### src/rtl/decoder_3to8_if.sv
// Select/enable bundle and decoded outputs of the registered 3-to-8 decoder.
// The master drives select and enable; the slave returns flopped lines and flags.
interface decoder_3to8_if;
  logic a;
  logic b;
  logic c;
  logic en;
  logic y0;
  logic y1;
  logic y2;
  logic y3;
  logic y4;
  logic y5;
  logic y6;
  logic y7;
  logic valid;
  logic changed;

  modport master (
    output a, b, c, en,
    input  y0, y1, y2, y3,
    input  y4, y5, y6, y7,
    input  valid, changed
  );

  modport slave (
    input  a, b, c, en,
    output y0, y1, y2, y3,
    output y4, y5, y6, y7,
    output valid, changed
  );
endinterface

### src/rtl/decoder_3to8.sv
// Registered 3-to-8 decoder with enable, valid flag and change-detect pulse.
// Lines are kept active-high internally; polarity is applied at the pins.
module decoder_3to8 #(
  parameter bit ACTIVE_LOW_OUT = 1'b0
) (
  input  logic           clk,
  input  logic           rst_n,
  decoder_3to8_if.slave  bus
);

  logic [2:0] sel;
  logic [7:0] hot_d;
  logic       chg_d;

  logic [7:0] hot_q;
  logic       valid_q;
  logic       changed_q;
  logic [2:0] prev_q;
  logic       none_q;

  logic [7:0] y_pins;

  assign sel = {bus.a, bus.b, bus.c};

  always_comb begin
    hot_d = 8'h00;
    unique case (sel)
      3'd0: hot_d = 8'h01;
      3'd1: hot_d = 8'h02;
      3'd2: hot_d = 8'h04;
      3'd3: hot_d = 8'h08;
      3'd4: hot_d = 8'h10;
      3'd5: hot_d = 8'h20;
      3'd6: hot_d = 8'h40;
      3'd7: hot_d = 8'h80;
      default: hot_d = 8'h00;
    endcase
  end

  // First enabled decode after reset always reports a change.
  assign chg_d = none_q | (sel != prev_q);

  always_ff @(posedge clk or negedge rst_n) begin
    if (!rst_n) begin
      hot_q     <= 8'h00;
      valid_q   <= 1'b0;
      changed_q <= 1'b0;
      prev_q    <= 3'd0;
      none_q    <= 1'b1;
    end else if (bus.en) begin
      hot_q     <= hot_d;
      valid_q   <= 1'b1;
      changed_q <= chg_d;
      prev_q    <= sel;
      none_q    <= 1'b0;
    end else begin
      hot_q     <= 8'h00;
      valid_q   <= 1'b0;
      changed_q <= 1'b0;
    end
  end

  assign y_pins = ACTIVE_LOW_OUT ? ~hot_q : hot_q;

  assign bus.y0      = y_pins[0];
  assign bus.y1      = y_pins[1];
  assign bus.y2      = y_pins[2];
  assign bus.y3      = y_pins[3];
  assign bus.y4      = y_pins[4];
  assign bus.y5      = y_pins[5];
  assign bus.y6      = y_pins[6];
  assign bus.y7      = y_pins[7];
  assign bus.valid   = valid_q;
  assign bus.changed = changed_q;

endmodule

### src/flat_wrapper.sv
// flat-port wrapper written by rule: the top's interface ports become plain ports
module decoder_3to8_flat 
#(
  parameter bit ACTIVE_LOW_OUT = 1'b0
)
  (clk, rst_n, bus_a, bus_b, bus_c, bus_en, bus_y0, bus_y1, bus_y2, bus_y3, bus_y4, bus_y5, bus_y6, bus_y7, bus_valid, bus_changed);
  decoder_3to8_if bus_i ();
  input  logic clk;
  input  logic rst_n;
  input wire logic [$bits(bus_i.a)-1:0] bus_a;
  input wire logic [$bits(bus_i.b)-1:0] bus_b;
  input wire logic [$bits(bus_i.c)-1:0] bus_c;
  input wire logic [$bits(bus_i.en)-1:0] bus_en;
  output wire logic [$bits(bus_i.y0)-1:0] bus_y0;
  output wire logic [$bits(bus_i.y1)-1:0] bus_y1;
  output wire logic [$bits(bus_i.y2)-1:0] bus_y2;
  output wire logic [$bits(bus_i.y3)-1:0] bus_y3;
  output wire logic [$bits(bus_i.y4)-1:0] bus_y4;
  output wire logic [$bits(bus_i.y5)-1:0] bus_y5;
  output wire logic [$bits(bus_i.y6)-1:0] bus_y6;
  output wire logic [$bits(bus_i.y7)-1:0] bus_y7;
  output wire logic [$bits(bus_i.valid)-1:0] bus_valid;
  output wire logic [$bits(bus_i.changed)-1:0] bus_changed;
  assign bus_i.a = bus_a;
  assign bus_i.b = bus_b;
  assign bus_i.c = bus_c;
  assign bus_i.en = bus_en;
  assign bus_y0 = bus_i.y0;
  assign bus_y1 = bus_i.y1;
  assign bus_y2 = bus_i.y2;
  assign bus_y3 = bus_i.y3;
  assign bus_y4 = bus_i.y4;
  assign bus_y5 = bus_i.y5;
  assign bus_y6 = bus_i.y6;
  assign bus_y7 = bus_i.y7;
  assign bus_valid = bus_i.valid;
  assign bus_changed = bus_i.changed;
  decoder_3to8 #(.ACTIVE_LOW_OUT(ACTIVE_LOW_OUT)) u_core (.clk(clk), .rst_n(rst_n), .bus(bus_i));
endmodule
### config.mk
export PLATFORM = sky130hd
export DESIGN_NAME = decoder_3to8_flat
export DESIGN_NICKNAME = d
export VERILOG_FILES = /design/src/rtl/decoder_3to8_if.sv /design/src/rtl/decoder_3to8.sv /design/src/flat_wrapper.sv
export SDC_FILE = /design/constraint.sdc
export NUM_CORES = 1
export LEC_CHECK = 0
export BUFFER_PORTS_ARGS = -buffer_cell sky130_fd_sc_hd__buf_2
export CORE_AREA = 2 2 39 41
export DETAILED_ROUTE_END_ITERATION = 12
export DIE_AREA = 0 0 41 43
export PLACE_DENSITY = 0.62
export SYNTH_ARGS = -nofsm -noshare
export SYNTH_HDL_FRONTEND = slang
export SYNTH_SLANG_ARGS = --single-unit
### constraint.sdc
create_clock -name clk -period 3 [get_ports clk]
set_clock_uncertainty 0.15 [all_clocks]
set_input_delay 0.75 -clock clk [delete_from_list [all_inputs] [get_ports clk]]
set_output_delay 0.75 -clock clk [all_outputs]
set_load 0.005 [all_outputs]
==> run_results.csv, run 1 <==
group,metric,value,unit
synth,number_of_flops_mapped_to_enable_cells_by_yosys,0,
timing,grt_setup_unrepaired,"no",
cts,clk_latency,270,ps
worst_setup_path,timing.critical_path.buf_inv,1,
floorplanning,num_rows,14,
flow_run,max_cap_violations,0,
timing,fin_crit_sh,0.5549,
global_route,gr-usage-met3,0.03141,
final_layout,layout-drive-gt1-share,0.4000,
place,routabilityCongestion,0.7276,
worst_setup_path,setup.reg_to_reg.worst_slack,1810,ps
cts,htree_levels,1,
final_layout,antenna-diode-count,0,
worst_setup_path,worst_path_max_delay_cell,"sky130_fd_sc_hd__dfrtp_1",
global_route,grt.total_usage,0.1032,
power_and_ir_drop,p_sw,78.56,uW
floorplanning,die-area,1763,um^2
cts,cts_setup_buffers,0,
power_and_ir_drop,power.static_leakage,0.3248,nW
synth,synth_cells,36,
power_and_ir_drop,switching_share,0.2164,
timing,slew-limit-headroom,0.8002,
final_layout,finalNetCount,62,
final_layout,flow.area_growth_from_synthesis,26.99,%
route,first_iter_violations,5,
synth,synth_mux_area_frac,0.04627,
synth,ys_warnings,0,
cts,clk_pin_slew_worst_paths,80,ps
global_route,grt_util_met2,0.1250,
worst_setup_path,regToRegStartpoint,"u_core.prev_q[2]",
synth,synth_seq_cells,14,
global_route,largest_net_degree_at_the_start_of_global_routing,15,
place,place_hpwl,545.9,um
global_route,grt.overflow.total,0,
floorplanning,die_h,43,um
worst_setup_path,worstSetupPathDepth,1,
floorplanning,floorplan.initialDensity,0.3517,
global_route,antenna_found_initial,0,
route,wl_per_cell,11.07,um
worst_setup_path,path_delay_family,"flip-flops",
synth,yosys_most_used_dff,"sky130_fd_sc_hd__dfrtp_1",
cts,cts_root_buf,"sky130_fd_sc_hd__clkbuf_4",
cts,tritoncts_clock_tree,"yes",
synth,synthesis.area_per_instance,13.52,um^2
synth,syn_nets,42,
global_route,grt_first_pass_wirelength,1.228,mm
timing,fin_crit,1665,ps
status,status,"finished, final reports clean",
place,port-buffer-count,15,
worst_setup_path,worstRegToRegCells,2,
power_and_ir_drop,seq_power_share,0.553,
power_and_ir_drop,internal-power,284.4,uW
worst_setup_path,crit_path_max_incr_delay,370,ps
synth,synthXorXnorAreaFrac,0.05398,
hold_path,min_path_type,"input port to async pin",
power_and_ir_drop,p_clk_frac,0.364,
synth,synthSimpleGateAreaFrac,0.1362,
global_route,grt_pass1_vias,304,
route,vias_per_cell,4.704,
synth,synth_async_sr_flop_share,1.000,
worst_setup_path,cp.required,2100,ps
global_route,busiest_layer,"met1",
timing,final.setup.tns,0,ps
synth,main_combinational_cell_family_by_area_after_synthesis,"simple AND/OR/NAND/NOR gates",
synth,syn-cell-area,486.7,um^2
worst_setup_path,worst-setup-path-type,"flip-flop to output port",
route,route.vias.total,334,
place,dp_slack,1281,ps
synth,synth-adder-area-share,0,
timing,final_critical_path_setup_slack,1335,ps
worst_setup_path,critical_path_peak_fanout,1,
worst_setup_path,crit_path_end_kind,"output port",
floorplanning,core_area,1384,um^2
route,final_antenna_net_count,0,
cts,post_cts_resized,0,
timing,max_clock_freq,0.6007,GHz
cts,numCtsBuffers,3,
route,totalWireLength,786,um
route,first_pass_iters,4,
synth,synth.yosys.seq_area_share,0.7224,
worst_setup_path,kind_of_start_point_of_the_critical_path,"flip-flop",
cts,clockBufferDepth,2,
power_and_ir_drop,gate_power_share,0.083,
worst_setup_path,worst-endpoint-arrival,760,ps
floorplanning,chip_width,41,um
timing,worst-slew-pin-transition,299.7,ps
global_route,met1_usage,0.1531,
worst_setup_path,cells_along_the_critical_path,"buf_2",
power_and_ir_drop,vdd_drop_max,0.2280,mV
timing,hold_viol_final,0,
floorplanning,ioPinCount,16,
cts,postCtsHoldBufs,0,
synth,synth-compound-area-share,0.03342,
timing,report.final.setup_viol,0,
timing,final_max_slew_viol_count,0,
route,route.detailed.drc,0,
worst_setup_path,critical_path.reg2reg.endpoint,"u_core.bus.changed",
cts,clock_sinks,14,
synth,synthDistinctLibCells,13,
power_and_ir_drop,power_density,587.2,nW/um^2
## state kept, by name, indices dropped and copies added (netlist names)
name	cells
u_core.bus.changed	1
u_core.none_q	1
u_core.bus.valid	1
u_core.hot_q	8
u_core.prev_q	3
## stage by stage
stage	power [mW]	hold WS, ps	util	instances	instance area [um^2]
final	0.3630	199.5	0.4467	71	618.1
after CTS	0.3698	203.4	0.4467	71	618.1
after detailed placement	0.2349	329.2	0.4204	67	581.8
after global routing	0.3785	221.4	0.4467	71	618.1
after floorplan	0.2178	304.4	-	36	486.7
after global placement	0.2345	328.1	0.4204	67	581.8
## worst max path at each step
stage                             startpoint                 end  slack [ps]
after floorplan                        bus_a  u_core.bus.changed        1450
after global placement                 bus_a  u_core.bus.changed        1290
after CTS                 u_core.bus.changed         bus_changed        1320
after global routing         u_core.hot_q[3]              bus_y3        1300
final                     u_core.bus.changed         bus_changed        1340
after detailed placement               bus_a  u_core.bus.changed        1280
## cells in the mapped netlist, types with 2 or more instances
master / n / area share
sky130_fd_sc_hd__nor2_1: 6 / 0.046
sky130_fd_sc_hd__nor3_1: 2 / 0.021
sky130_fd_sc_hd__dfrtp_1: 13 / 0.67
sky130_fd_sc_hd__nand2b_1: 2 / 0.026
sky130_fd_sc_hd__nand2_1: 2 / 0.015
sky130_fd_sc_hd__mux2_2: 2 / 0.046
sky130_fd_sc_hd__xor2_1: 3 / 0.054
## kinds of logic after synthesis
logic type | count (synthesis)
xor gates and xnor gates | 3
buffers and inverters | 1
and+or+nand+nor | 14
AOI/OAI and AO/OA | 2
muxes | 2
DFF | 14
## worst register-to-register path, cell delays in order (launching register included)
cell                      delay [ps]
sky130_fd_sc_hd__dfrtp_1         390
sky130_fd_sc_hd__xor2_1          140
sky130_fd_sc_hd__o41a_1          390
## power by group through the flow
stage / sequential, mW / combinational (mW) / clock [mW]
3_5_place_dp: 0.204 / 0.0305 / 0
3_3_place_gp: 0.204 / 0.0300 / 0
5_1_grt: 0.202 / 0.0345 / 0.142
6_report: 0.201 / 0.0301 / 0.132
2_1_floorplan: 0.205 / 0.0128 / 0
4_1_cts: 0.201 / 0.0307 / 0.138
## area by class of cell
type | instances | area, um^2
sequential | 14 | 351.6
multi-input combinational | 21 | 131.4
clock buffer | 4 | 36.28
inverter | 1 | 3.754
timing repair buffer | 15 | 75.07
fill | 142 | 765.7
tap | 16 | 20.02
## placed cells by master (no fill, tap or decap)
master                     instances
sky130_fd_sc_hd__dfrtp_1          13
sky130_fd_sc_hd__clkbuf_4          3
sky130_fd_sc_hd__buf_2            15
sky130_fd_sc_hd__xor2_1            3
sky130_fd_sc_hd__inv_1             1
sky130_fd_sc_hd__or2b_1            1
sky130_fd_sc_hd__mux2_2            2
sky130_fd_sc_hd__dfstp_2           1
sky130_fd_sc_hd__nor2_1            6
sky130_fd_sc_hd__nand2b_1          2
sky130_fd_sc_hd__clkbuf_8          1
sky130_fd_sc_hd__o41a_1            1
sky130_fd_sc_hd__o21ai_0           1
sky130_fd_sc_hd__nor2b_1           1
sky130_fd_sc_hd__nor3_1            2
sky130_fd_sc_hd__nand2_1           2
## per-layer routing
metal,up-vias,routed length (um),part of all wire
li1,155,-,-
met3,5,95,0.12
met4,0,18,0.023
met1,150,337,0.43
met5,-,0,0
met2,24,335,0.43
Note: power is estimated with default switching activity, not from simulation.
==> run 2: changes to the inputs <==
Settings changed: ABC_AREA set to 1, PLACE_DENSITY 0.62 to 0.64.
Clock period 3 ns to 1.7 ns, I/O delays scaled along.
==> run 2 against run 1 <==
  * Register-to-register slack worse by 1100 ps
  * Power up 77%
  * Synthesized area up 5.7%
  * Via count up 17%
  * Non-clock buffer count up 1
  * Sequential power up 75%
  * Global-route usage up 2.2 points
  * Critical endpoint is now bus_valid
  * Largest cell class unchanged
==> run_results.csv, run 2 <==
group,metric,value,unit
synth,syn-cell-area,514.2,um^2
worst_setup_path,kind_of_start_point_of_the_critical_path,"flip-flop",
power_and_ir_drop,power.static_leakage,0.3703,nW
synth,ys_top_cells_by_area,"sky130_fd_sc_hd__dfrtp_1, sky130_fd_sc_hd__nand2_1, sky130_fd_sc_hd__nor2_1, sky130_fd_sc_hd__dfstp_2, sky130_fd_sc_hd__inv_1",
cts,numCtsBuffers,3,
floorplanning,floorplan.initialDensity,0.3716,
worst_setup_path,worstRegToRegCells,5,
cts,clock_sinks,14,
synth,top_cells_by_instance_count_after_synthesis,"sky130_fd_sc_hd__nand2_1, sky130_fd_sc_hd__dfrtp_1, sky130_fd_sc_hd__nor2_1",
route,route.vias.total,391,
synth,syn_nets,60,
floorplanning,core_area,1384,um^2
final_layout,postLayoutCoreUtil,0.4684,
synth,synth_most_common_cell,"sky130_fd_sc_hd__nand2_1",
synth,yosys_most_used_dff,"sky130_fd_sc_hd__dfrtp_1",
global_route,antenna_found_initial,0,
final_layout,flow.area_growth_from_synthesis,26.03,%
floorplanning,chip_width,41,um
synth,synth_seq_cells,14,
status,status,"finished, final reports clean",
place,port-buffer-count,15,
synth,synth.top_cell.area_share,0.6326,
worst_setup_path,timing.critical_path.buf_inv,1,
synth,synthDistinctLibCells,11,
synth,synth.yosys.seq_area_share,0.6837,
cts,clk_pin_slew_worst_paths,80,ps
cts,htree_levels,1,
final_layout,top_register,"u_core.hot_q",
final_layout,largest_register_ffs,8,
place,post_placement_cell_count,84,
cts,cts_root_buf,"sky130_fd_sc_hd__clkbuf_4",
final_layout,n_fill_cell,140,
place,dpl_cell_area,601.8,um^2
worst_setup_path,worst-setup-path-type,"flip-flop to output port",
synth,synthesis.area_per_instance,9.523,um^2
worst_setup_path,cp.required,1120,ps
worst_setup_path,cells_along_the_critical_path,"buf_2",
final_layout,mostFrequentLayoutCells,"sky130_fd_sc_hd__buf_2, sky130_fd_sc_hd__nand2_1, sky130_fd_sc_hd__dfrtp_1",
route,vias_per_cell,4.393,
cts,clk_latency,270,ps
worst_setup_path,crit_path_end_kind,"output port",
worst_setup_path,worst_path_max_delay_cell,"sky130_fd_sc_hd__dfrtp_1",
worst_setup_path,setup.reg_to_reg.worst_slack,700,ps
power_and_ir_drop,vdd_drop_max,0.4092,mV
timing,hold_viol_final,0,
timing,fin_crit,1341,ps
place,routabilityCongestion,0.7050,
worst_setup_path,path_delay_family,"flip-flops",
final_layout,instances_no_fill,89,
cts,post_cts_resized,0,
synth,ys_warnings,0,
cts,postCtsHoldBufs,1,
timing,grt_setup_unrepaired,"no",
worst_setup_path,regToRegStartpoint,"u_core.prev_q[1]",
timing,final_max_slew_viol_count,0,
floorplanning,die-area,1763,um^2
floorplanning,num_rows,14,
timing,final.setup.tns,0,ps
cts,cts_setup_buffers,0,
timing,final_critical_path_setup_slack,358.7,ps
route,route.detailed.drc,0,
worst_setup_path,critical_path_peak_fanout,1,
timing,whs,210.5,ps
timing,fin_crit_sh,0.7890,
hold_path,min_path_type,"input port to flip-flop",
hold_path,hold_path_sink,"u_core.bus.valid",
final_layout,finalNetCount,80,
timing,slew-limit-headroom,0.8004,
worst_setup_path,worstSetupPathDepth,1,
worst_setup_path,worst-endpoint-arrival,770,ps
hold_path,min_from,"bus_en",
worst_setup_path,crit_path_max_incr_delay,370,ps
cts,tritoncts_clock_tree,"yes",
final_layout,fin_area,648.1,um^2
power_and_ir_drop,power_density,989.1,nW/um^2
floorplanning,ioPinCount,16,
final_layout,mostFrequentLayoutCell,"sky130_fd_sc_hd__buf_2",
synth,synth_area_leader_cell,"sky130_fd_sc_hd__dfrtp_1",
timing,worst-slew-pin-transition,299.4,ps
cts,clockBufferDepth,2,
place,dp_slack,527.5,ps
final_layout,largest_registers,"u_core.hot_q: 8 flops, u_core.prev_q: 3 flops",
timing,max_clock_freq,0.7456,GHz
global_route,grt_first_pass_wirelength,1.380,mm
route,final_antenna_net_count,0,
timing,report.final.setup_viol,0,
route,wl_per_cell,9.090,um
route,first_pass_iters,3,
place,place_hpwl,625.4,um
worst_setup_path,critical_path.reg2reg.endpoint,"u_core.bus.changed",
final_layout,antenna-diode-count,0,
route,first_iter_violations,6,
synth,number_of_flops_mapped_to_enable_cells_by_yosys,0,
global_route,grt_pass1_vias,354,
flow_run,max_cap_violations,0,
power_and_ir_drop,power,641.1,uW
global_route,largest_net_degree_at_the_start_of_global_routing,15,
global_route,grt.overflow.total,0,
route,totalWireLength,809,um
final_layout,layout-drive-gt1-share,0.3151,
synth,synth_cells,54,
worst_setup_path,setup.worst_path.start,"u_core.bus.valid",
synth,synth_async_sr_flop_share,1.000,
global_route,grt.total_usage,0.1247,
floorplanning,die_h,43,um
hold_path,worstHoldPathCells,1,
[run 2: cell type report]
| cell class | instances | area, um^2 | share of cell area |
|---|---|---|---|
| flip-flops and latches | 14 | 351.6 | 0.5425 |
| multi-input cells | 31 | 125.1 | 0.1931 |
| repair buffers | 16 | 85.08 | 0.1313 |
| clock buffers | 4 | 36.28 | 0.05598 |
| inverters | 8 | 30.03 | 0.04633 |
| well taps | 16 | 20.02 | 0.03089 |
[run 2: routing by layer]
layer	share of wire	GRT usage
met3	0.083	0.03141
met5	0	0
met1	0.45	0.1331
met4	0.038	0.1200
met2	0.43	0.1844
[run 2: worst max-delay path by stage]
stage / endpoint / slack, ps
floorplan: u_core.prev_q[2] / 670
global placement: u_core.bus.changed / 500
detailed placement: u_core.bus.changed / 530
CTS: bus_valid / 350
global route: bus_y7 / 330
finish: bus_valid / 360
[run 2: cells by family (layout without fill, tap and decap cells)]
group | count (synthesis) | after routing | synth area share
buffers and inverters | 9 | 28 | 0.07300
flip-flops | 14 | 14 | 0.6837
AO/OA/AOI/OAI | 4 | 4 | 0.03891
AND/OR/NAND/NOR | 27 | 27 | 0.2044
[run 2: power by group]
group / internal, mW / leakage, nW / switching, mW / total (mW)
sequential: 0.347 / 0.180 / 0.00538 / 0.352
clock: 0.130 / 0.0210 / 0.0997 / 0.230
combinational: 0.0224 / 0.169 / 0.0364 / 0.0588
